**config.mk**
```make
export PLATFORM = sky130hd
export DESIGN_NAME = fpu_param
export DESIGN_NICKNAME = d
export VERILOG_FILES = /design/src/rtl/fpu_pkg.sv /design/src/rtl/fpu_lzc.sv /design/src/rtl/fpu_param.sv
export SDC_FILE = /design/constraint.sdc
export NUM_CORES = 1
export LEC_CHECK = 0
export ABC_AREA = 1
export CAP_MARGIN = 20
export CORE_ASPECT_RATIO = 1.25
export CORE_MARGIN = 2
export CORE_UTILIZATION = 60
export DETAILED_ROUTE_END_ITERATION = 7
export PLACE_DENSITY = 0.8
export SKIP_CTS_REPAIR_TIMING = 1
export SYNTH_ARGS = -nofsm -noshare
export SYNTH_HDL_FRONTEND = slang
export SYNTH_SLANG_ARGS = --single-unit
```
**constraint.sdc**
```tcl
create_clock -name clk -period 5.1 [get_ports clk]
set_clock_uncertainty 0.1 [all_clocks]
set_input_delay 1.02 -clock clk [delete_from_list [all_inputs] [get_ports clk]]
set_output_delay 1.02 -clock clk [all_outputs]
set_load 0.005 [all_outputs]
```
**src/rtl/fpu_pkg.sv**
```systemverilog
// Shared types and encodings for the parametrised floating-point add/sub unit.
package fpu_pkg;

    typedef enum logic [2:0] {
        S_IDLE   = 3'd0,
        S_ALIGN  = 3'd1,
        S_ADDSUB = 3'd2,
        S_NORM   = 3'd3,
        S_ROUND  = 3'd4,
        S_DONE   = 3'd5
    } state_t;

    localparam logic [1:0] OP_ADD = 2'b00;
    localparam logic [1:0] OP_SUB = 2'b01;

    localparam logic [3:0] STAT_EXACT   = 4'b0001;
    localparam logic [3:0] STAT_INEXACT = 4'b0010;
    localparam logic [3:0] STAT_OVF     = 4'b0100;
    localparam logic [3:0] STAT_UNF     = 4'b1000;

endpackage

```
**src/rtl/fpu_lzc.sv**
```systemverilog
// Combinational leading-zero counter; an all-zero input returns IN_W.
module fpu_lzc #(
    parameter int unsigned IN_W  = 28,
    parameter int unsigned CNT_W = $clog2(IN_W + 1)
) (
    input  logic [IN_W-1:0]  i_data,
    output logic [CNT_W-1:0] o_lzc_c
);

    logic w_found;

    always_comb begin
        o_lzc_c = CNT_W'(IN_W);
        w_found = 1'b0;
        for (int i = IN_W - 1; i >= 0; i--) begin
            if (!w_found && i_data[i]) begin
                o_lzc_c = CNT_W'(IN_W - 1 - i);
                w_found = 1'b1;
            end
        end
    end

endmodule

```
**src/rtl/fpu_param.sv**
```systemverilog
// Multi-cycle floating-point adder/subtractor with parametrised exponent and
// mantissa widths; fixed IDLE-ALIGN-ADDSUB-NORM-ROUND-DONE sequence.
module fpu_param
    import fpu_pkg::*;
#(
    parameter int unsigned EXP_W = 7,
    parameter int unsigned MAN_W = 24
) (
    input  logic                   clk,
    input  logic                   reset,
    input  logic                   start,
    input  logic [EXP_W+MAN_W:0]   a,
    input  logic [EXP_W+MAN_W:0]   b,
    input  logic [1:0]             op,
    output logic                   busy,
    output logic                   done,
    output logic [EXP_W+MAN_W:0]   data_out,
    output logic [3:0]             status_out
);

    localparam int unsigned W      = 1 + EXP_W + MAN_W;
    localparam int unsigned SIG_W  = MAN_W + 1;
    localparam int unsigned PATH_W = SIG_W + 3;
    localparam int unsigned SUM_W  = PATH_W + 1;
    localparam int unsigned CNT_W  = $clog2(PATH_W + 1);
    localparam int unsigned EXPS_W = EXP_W + 3;

    localparam logic signed [EXPS_W-1:0] EXP_ONES_S = EXPS_W'((1 << EXP_W) - 1);
    localparam logic signed [EXPS_W-1:0] EXP_ONE_S  = EXPS_W'(1);

    state_t                    r_state;
    logic [W-1:0]              r_a;
    logic [W-1:0]              r_b;
    logic                      r_rsvd;
    logic                      r_inf;
    logic                      r_inf_sign;
    logic                      r_sign;
    logic                      r_eff_sub;
    logic                      r_zero;
    logic signed [EXPS_W-1:0]  r_exp;
    logic [PATH_W-1:0]         r_big;
    logic [PATH_W-1:0]         r_small;
    logic [SUM_W-1:0]          r_sum;
    logic [PATH_W-1:0]         r_norm;
    logic                      r_busy;
    logic                      r_done;
    logic [W-1:0]              r_data;
    logic [3:0]                r_status;

    // Alignment: order operands by magnitude and shift the smaller one with sticky.
    logic [EXP_W-1:0]  w_exp_a, w_exp_b, w_exp_big, w_exp_small, w_diff;
    logic [SIG_W-1:0]  w_sig_a, w_sig_b, w_sig_big, w_sig_small;
    logic              w_a_ge_b, w_sign_big, w_inf_a, w_inf_b;
    logic [PATH_W-1:0] w_path, w_lost, w_small_al;

    always_comb begin
        w_exp_a     = r_a[MAN_W +: EXP_W];
        w_exp_b     = r_b[MAN_W +: EXP_W];
        w_sig_a     = (w_exp_a == '0) ? '0 : {1'b1, r_a[MAN_W-1:0]};
        w_sig_b     = (w_exp_b == '0) ? '0 : {1'b1, r_b[MAN_W-1:0]};
        w_inf_a     = &w_exp_a;
        w_inf_b     = &w_exp_b;
        w_a_ge_b    = {w_exp_a, w_sig_a} >= {w_exp_b, w_sig_b};
        w_exp_big   = w_a_ge_b ? w_exp_a : w_exp_b;
        w_exp_small = w_a_ge_b ? w_exp_b : w_exp_a;
        w_sig_big   = w_a_ge_b ? w_sig_a : w_sig_b;
        w_sig_small = w_a_ge_b ? w_sig_b : w_sig_a;
        w_sign_big  = w_a_ge_b ? r_a[W-1] : r_b[W-1];
        w_diff      = w_exp_big - w_exp_small;
        w_path      = {w_sig_small, 3'b000};
        w_lost      = '0;
        if (32'(w_diff) >= MAN_W + 3) begin
            w_small_al = {{(PATH_W-1){1'b0}}, |w_path};
        end else begin
            w_lost     = ~({PATH_W{1'b1}} << w_diff);
            w_small_al = (w_path >> w_diff) | {{(PATH_W-1){1'b0}}, |(w_path & w_lost)};
        end
    end

    logic [CNT_W-1:0] w_lzc;

    fpu_lzc #(
        .IN_W  (PATH_W),
        .CNT_W (CNT_W)
    ) u_lzc (
        .i_data  (r_sum[PATH_W-1:0]),
        .o_lzc_c (w_lzc)
    );

    // Rounding (nearest, ties to even) and final result/status selection.
    logic                     w_rup, w_carry, w_inexact;
    logic [SIG_W:0]           w_sig_r;
    logic signed [EXPS_W-1:0] w_exp_f;
    logic [MAN_W-1:0]         w_man_f;
    logic [W-1:0]             w_res;
    logic [3:0]               w_stat;

    always_comb begin
        w_rup     = r_norm[2] & (r_norm[1] | r_norm[0] | r_norm[3]);
        w_sig_r   = {1'b0, r_norm[PATH_W-1:3]} + (SIG_W+1)'(w_rup);
        w_carry   = w_sig_r[SIG_W];
        w_exp_f   = r_exp + EXPS_W'(w_carry);
        w_man_f   = w_carry ? w_sig_r[MAN_W:1] : w_sig_r[MAN_W-1:0];
        w_inexact = |r_norm[2:0];
        w_res     = '0;
        w_stat    = STAT_EXACT;
        if (r_rsvd) begin
            w_stat = STAT_UNF;
        end else if (r_inf) begin
            w_res  = {r_inf_sign, {EXP_W{1'b1}}, {MAN_W{1'b0}}};
            w_stat = STAT_OVF;
        end else if (r_zero) begin
            w_stat = STAT_EXACT;
        end else if (w_exp_f >= EXP_ONES_S) begin
            w_res  = {r_sign, {EXP_W{1'b1}}, {MAN_W{1'b0}}};
            w_stat = STAT_OVF;
        end else if (w_exp_f < EXP_ONE_S) begin
            w_stat = STAT_UNF;
        end else begin
            w_res  = {r_sign, w_exp_f[EXP_W-1:0], w_man_f};
            w_stat = w_inexact ? STAT_INEXACT : STAT_EXACT;
        end
    end

    always_ff @(posedge clk or negedge reset) begin
        if (!reset) begin
            r_state    <= S_IDLE;
            r_a        <= '0;
            r_b        <= '0;
            r_rsvd     <= 1'b0;
            r_inf      <= 1'b0;
            r_inf_sign <= 1'b0;
            r_sign     <= 1'b0;
            r_eff_sub  <= 1'b0;
            r_zero     <= 1'b0;
            r_exp      <= '0;
            r_big      <= '0;
            r_small    <= '0;
            r_sum      <= '0;
            r_norm     <= '0;
            r_busy     <= 1'b0;
            r_done     <= 1'b0;
            r_data     <= '0;
            r_status   <= '0;
        end else begin
            case (r_state)
                S_IDLE: begin
                    if (start) begin
                        r_a     <= a;
                        r_b     <= {b[W-1] ^ (op == OP_SUB), b[W-2:0]};
                        r_rsvd  <= op[1];
                        r_busy  <= 1'b1;
                        r_state <= S_ALIGN;
                    end
                end
                S_ALIGN: begin
                    r_inf      <= w_inf_a | w_inf_b;
                    r_inf_sign <= w_inf_a ? r_a[W-1] : r_b[W-1];
                    r_sign     <= w_sign_big;
                    r_eff_sub  <= r_a[W-1] ^ r_b[W-1];
                    r_exp      <= EXPS_W'(w_exp_big);
                    r_big      <= {w_sig_big, 3'b000};
                    r_small    <= w_small_al;
                    r_state    <= S_ADDSUB;
                end
                S_ADDSUB: begin
                    r_sum   <= r_eff_sub ? ({1'b0, r_big} - {1'b0, r_small})
                                         : ({1'b0, r_big} + {1'b0, r_small});
                    r_state <= S_NORM;
                end
                S_NORM: begin
                    r_zero <= (r_sum == '0);
                    if (r_sum[PATH_W]) begin
                        r_norm <= {r_sum[PATH_W:2], |r_sum[1:0]};
                        r_exp  <= r_exp + EXPS_W'(1);
                    end else begin
                        r_norm <= r_sum[PATH_W-1:0] << w_lzc;
                        r_exp  <= r_exp - EXPS_W'(w_lzc);
                    end
                    r_state <= S_ROUND;
                end
                S_ROUND: begin
                    r_data   <= w_res;
                    r_status <= w_stat;
                    r_done   <= 1'b1;
                    r_state  <= S_DONE;
                end
                S_DONE: begin
                    r_done  <= 1'b0;
                    r_busy  <= 1'b0;
                    r_state <= S_IDLE;
                end
                default: r_state <= S_IDLE;
            endcase
        end
    end

    assign busy       = r_busy;
    assign done       = r_done;
    assign data_out   = r_data;
    assign status_out = r_status;

endmodule

```
## Word-level counts from Yosys, hierarchy flattened

Index checks and enable logic that the tools add are counted.

| operators by class | value |
|---|---|
| equal/unequal tests | 7 |
| shift operators | 3 |
| bitwise gates (word level) | 9 |
| reductions and logical operators | 69 |
| mux-type cells | 85 |
| add/sub/neg operators | 7 |
| magnitude comparators | 4 |

Operators with widths:

| cell | count |
|---|---|
| $mux 32 | 5 |
| $mux 5 | 28 |
| $mux 25 | 4 |
| $mux 28 | 2 |
| $ge 32x32->1 | 1 |
| $mux 1 | 30 |
| $add 28x28->29 | 1 |
| $logic_not 29->1 | 1 |
| $mux 29 | 1 |
| $sub 28x28->29 | 1 |
| $and 28x28->28 | 1 |
| $not 28->28 | 1 |
| $or 28x1->28 | 1 |
| $reduce_or 28->1 | 1 |
| $shl 28x5->28 | 1 |
| $shl 28x7->28 const A | 1 |
| $shr 28x7->28 | 1 |
| $logic_and 1x1->1 | 27 |
| $logic_not 1->1 | 27 |
| $add 25x1->26 | 1 |
| $reduce_or 25->1 | 1 |
| $mux 24 | 1 |
| $mux 4 | 5 |
| $pmux 10 s2 | 1 |
| other kinds (28) | 40 |

| word-level totals | value |
|---|---|
| output and inout bits | 38 |
| logic and storage cells | 202 |
| input port bits | 69 |
| bits in registers | 231 |

## Longest topological paths before layout

| depth | value |
|---|---|
| word-level depth | 85 |
| gate-level depth with buffers | 39 |
| mapped depth without buffers | 38 |

## Modules after synthesis

From an unflattened synthesis, not the netlist that was laid out.

| unflattened totals | value |
|---|---|
| cells, all modules | 2611 |
| area, all modules | 17936.0 um^2 |

Modules (own cells, without submodules):

| module | times used | area each (um^2) | sequential area each (um^2) | cells each |
|---|---|---|---|---|
| fpu_param | 1 | 17468.0 | 5780.5 | 2534 |
| fpu_lzc | 1 | 467.9 | 0.0 | 77 |

## Worst setup path before layout

No wires, ideal clock.

| path | value |
|---|---|
| path type | flip-flop to flip-flop |
| start | register r_a[26] |
| end | register r_small[9] |
| cell stages (with the launch flop) | 26 |
| library setup time | 0.138 ns |
| setup slack | 0.553 ns |
| buffers on the path | 5 |
| data arrival time | 4.308 ns |
| path through | dfrtp_1 > inv_1 > nand4_1 > nor2_1 > clkbuf_1 > nor2_1 > ha_1 > a21oi_1 > nor2_1 > nor2_1 > nand2_1 > a21oi_4 > nand3_4 > nand2_1 > nand3_2 > ha_1 > clkbuf_1 > inv_1 > clkbuf_1 > clkbuf_1 > clkbuf_1 > o21ai_0 > o21ai_0 > o21ai_0 > nand2_1 > o221ai_1 |

| on the way | value |
|---|---|
| longest elaborated chain between the ends | 8 |

Ends and longest elaborated chain:

| element | line | RTL |
|---|---|---|
| from (decl) | fpu_param.sv:32 | `logic [W-1:0] r_a;` |
| from (signal assigned) | fpu_param.sv:128 | `r_a <= '0;` |
| from (signal assigned) | fpu_param.sv:149 | `r_a <= a;` |
| $logic_not 7->1 | fpu_param.sv:59 | `w_sig_a = (w_exp_a == '0) ? '0 : {1'b1, r_a[MAN_W-1:0]};` |
| $mux 25 | fpu_param.sv:59 |  |
| $ge 32x32->1 | fpu_param.sv:63 | `w_a_ge_b = {w_exp_a, w_sig_a} >= {w_exp_b, w_sig_b};` |
| $mux 7 (on tied branches) | fpu_param.sv:64, fpu_param.sv:65 |  |
| $sub 7x7->7 | fpu_param.sv:69 | `w_diff = w_exp_big - w_exp_small;` |
| $shr 28x7->28 | fpu_param.sv:76 | `w_small_al = (w_path >> w_diff) \| {{(PATH_W-1){1'b0}}, \|(w_path & w_lost)};` |
| $or 28x1->28 | fpu_param.sv:76 |  |
| $mux 28 (*) | fpu_param.sv:72 | `if (32'(w_diff) >= MAN_W + 3) begin` |
| to (signal assigned) | fpu_param.sv:163 | `r_small <= w_small_al;` |
| to (decl) | fpu_param.sv:42 | `logic [PATH_W-1:0] r_small;` |

Every way passes the cells marked *; elsewhere a longest branch is shown, timed or not.
A chain may end at the register's enable or synchronous reset.

## Worst setup path in the final report

| path | value |
|---|---|
| start | register r_a[26] |
| end | register r_small[10] |

The elaborated chain is that of the path after synthesis.

==> results.toml <==
[timing]
whs_ps = 381
post-route-period-util_pct = 93.9
finalSetupViolations = 0
fmax_mhz = 209
tightest_slew_ps = 1110
layout_min_cycle_time_ps = 4790
finalHoldViolations = 0
maxSlewHeadroom_pct = 25.8
slew_viol_final = 0
layout_setup_ws_ps = 311

[logic_synthesis]
ys_seq_area_share_pct = 32.2
synth_warnings = 0
synth_nets = 2814
synth.avg_cell_area_um2 = 6.77
synth_seq_cells = 231
netlist_instances = 2650
synth_edf_count = 0
synth-main-ff-cell = "dfrtp_1"
synth.cell_area_um2 = 17900
ys_async_sr_fraction_pct = 100
ys_types = 60

[clock_network]
cts_buffers = 26
htree_levels = 1
clock_latency_ps = 570
cts_max_path_buffers = 3
tritoncts = "yes"
cts-root-buf = "clkbuf_16"
cts_sinks = 231
clk_pin_slew_worst_paths_ps = 70

[cells_and_area]
seqCellArea_um2 = 5780
fillers = 2462
utilization_pct = 69.3
multi_input_area_um2 = 10500
final_cell_mix = "nand2_1, inv_1, o21ai_0"
final_layout_size_suffix_gt1_share_pct = 6.14
layout_commonest_cell = "nand2_1"
area_growth_syn_to_layout_pct = 13.3
final_area_um2 = 20300
nets = 2864
diodes = 0

[placement]
dpl_cell_area_um2 = 19200
place_hpwl_um = 45000
place_congestion = 1.01
portBuffers = 106
dp_slack_ps = -148

[critical_path]
crit_path_start = "r_a[26]$_DFFE_PN0P_"
r2r_end = "r_small[10]$_DFFE_PN0P_"
worstSetupStartpointType = "flip-flop"
end_kind = "flip-flop"
crit_chain = "inv_1 > nand4_1 > nor2_4 > buf_6 > nor2_1 > ha_1 > a21o_1 > nor2_1 > nand2_1 > a21oi_4 > nand3_4 > buf_12 > inv_2 > nand2_1 > nand3_1 > nand2_1 > o21ai_0 > nor2_1 > a211oi_1 > nand2_1 > o211ai_1 > nand2_1 > o21ai_0"
crit_end = "r_small[10]$_DFFE_PN0P_"
path_max_fanout = 68
regToRegStartpoint = "r_a[26]$_DFFE_PN0P_"
path_common_cell = "nand2_1"
critPathMaxStageDelay_ps = 460
cp_slowest_cell = "o21ai_0"
crit_required_ps = 5460
criticalPathCategory = "flip-flop to flip-flop"
arrival_ps = 5150
r2r_slack_ps = 310
r2r_cells = 23

[route]
drtIter0Drc = 1709
vias = 18700
vias_per_cell = 6.01
wl_per_cell_um = 18.9
firstDrtPassIters = 8
postRouteAntennaNets = 0
wirelength_um = 59000
route.detailed.drc = 0

[hold_path]
hold_depth = 1
hp-start = "status_out[2]$_DFFE_PN0P_"
hold_path.class = "flip-flop to flip-flop"

[die]
ios = 107
die_x_um = 159
core_area_um2 = 29300
dieArea_um2 = 31300
row_count = 70
start_util_pct = 61.2
die_h_um = 197

[global_route]
grt_max_degree = 136
antenna_found_initial = 0
grt-ovfl-total = 0
grtUsageTotal_pct = 38.0
grt_pass1_vias = 17900
grt_pass1_wl_um = 93200

[outcome]
status = "complete, no violations"

[job]
cap_violations = 0
worst max-delay path, delay by kind of cell (launching register included):
family | cells | cell delay [ps]
flip-flops | 1 | 410
AND/OR/NAND/NOR | 12 | 1440
adder cells (fa/ha/maj) | 1 | 330
AO/OA/AOI/OAI | 6 | 1470
buffers and inverters | 4 | 920
cells in the mapped netlist (3+ instances only):
cell / instances / area [µm²]
a22oi_1: 12 / 90.1
nor2_4: 4 / 45.0
xnor2_1: 8 / 70.1
buf_4: 4 / 30.0
o21a_1: 18 / 135
a21oi_1: 164 / 821
xor2_1: 42 / 368
or2_2: 5 / 31.3
nand2_4: 3 / 33.8
a21boi_0: 4 / 30.0
o21bai_1: 6 / 45.0
inv_1: 300 / 1130
clkbuf_1: 87 / 327
nand3_1: 215 / 1080
a2111oi_0: 3 / 26.3
o221ai_1: 18 / 158
o21ai_1: 29 / 145
buf_1: 10 / 37.5
nand4_1: 57 / 357
nor2_2: 7 / 43.8
ha_1: 93 / 1160
nand3_2: 6 / 60.1
o22ai_1: 9 / 56.3
buf_2: 20 / 100
dfrtp_1: 231 / 5780
o211ai_1: 31 / 233
a31oi_1: 14 / 87.6
a21boi_1: 4 / 30.0
nor4_1: 9 / 56.3
a21o_1: 7 / 52.6
nor2_1: 210 / 788
o21ai_0: 236 / 1180
a221o_1: 5 / 50.1
nand2_1: 674 / 2530
nand2_2: 13 / 81.3
buf_6: 9 / 101
inv_2: 13 / 48.8
a211oi_1: 3 / 22.5
o31ai_1: 6 / 45.0
nor3_1: 27 / 135
a32o_1: 7 / 70.1
cell families (layout without fill, tap and decap cells):
family          after synthesis  count (layout)  synth area share [%]
simple gates               1239            1239                  29.7
mux                           2               2                 0.112
compound gates              588             588                  18.9
fa+ha+maj                    95              95                  6.71
xor+xnor                     50              50                  2.44
buf+inv                     445             515                  9.91
flops                       231             231                  32.2
cell type report:
class	count	area share (%)
flip-flops and latches	231	28.4
inverters	315	5.83
repair buffers	152	7.14
clock inverters	16	1.25
clock buffers	32	3.51
well taps	396	2.44
multi-input cells	1974	51.4
routing by layer:
metal  vias to the layer above  share of wire [%]  global-route usage, %  wire length, µm
li1                       8921                  -                      -                -
met4                         0                7.7                   26.2             4570
met2                       820                 49                   64.7            28700
met1                      8752                 37                   44.2            22100
met5                         -                  0                      0                0
met3                       232                6.2                   4.67             3670
through the flow:
stage,cells,TNS [ps]
after floorplan,2650,0
after global placement,3061,0
after detailed placement,3061,-818
after CTS,3109,-836
after global routing,3116,-28.7
final,3116,0
registers in the layout, summed over array words and instances, names as in the netlist:
register and flops:
status_out 4, r_b 32, done 1, r_inf 1, r_sum 29, r_inf_sign 1
r_small 28, r_state 3, r_norm 28, r_eff_sub 1, busy 1, r_zero 1
r_a 32, r_big 25, r_sign 1, r_rsvd 1, data_out 32, r_exp 10
how the worst min path moves through the flow:
| stage | endpoint | slack, ps |
|---|---|---|
| floorplan | r_norm[0]$_DFFE_PN0P_ | 350 |
| global placement | status_out[2]$_DFFE_PN0P_ | 360 |
| detailed placement | data_out[13]$_DFFE_PN0P_ | 370 |
| CTS | r_norm[0]$_DFFE_PN0P_ | 380 |
| global route | status_out[2]$_DFFE_PN0P_ | 400 |
| finish | status_out[2]$_DFFE_PN0P_ | 380 |
Power is left out: the tool's default activity adds up to more than one toggle a clock period on the data nets, which glitch-free logic cannot reach.
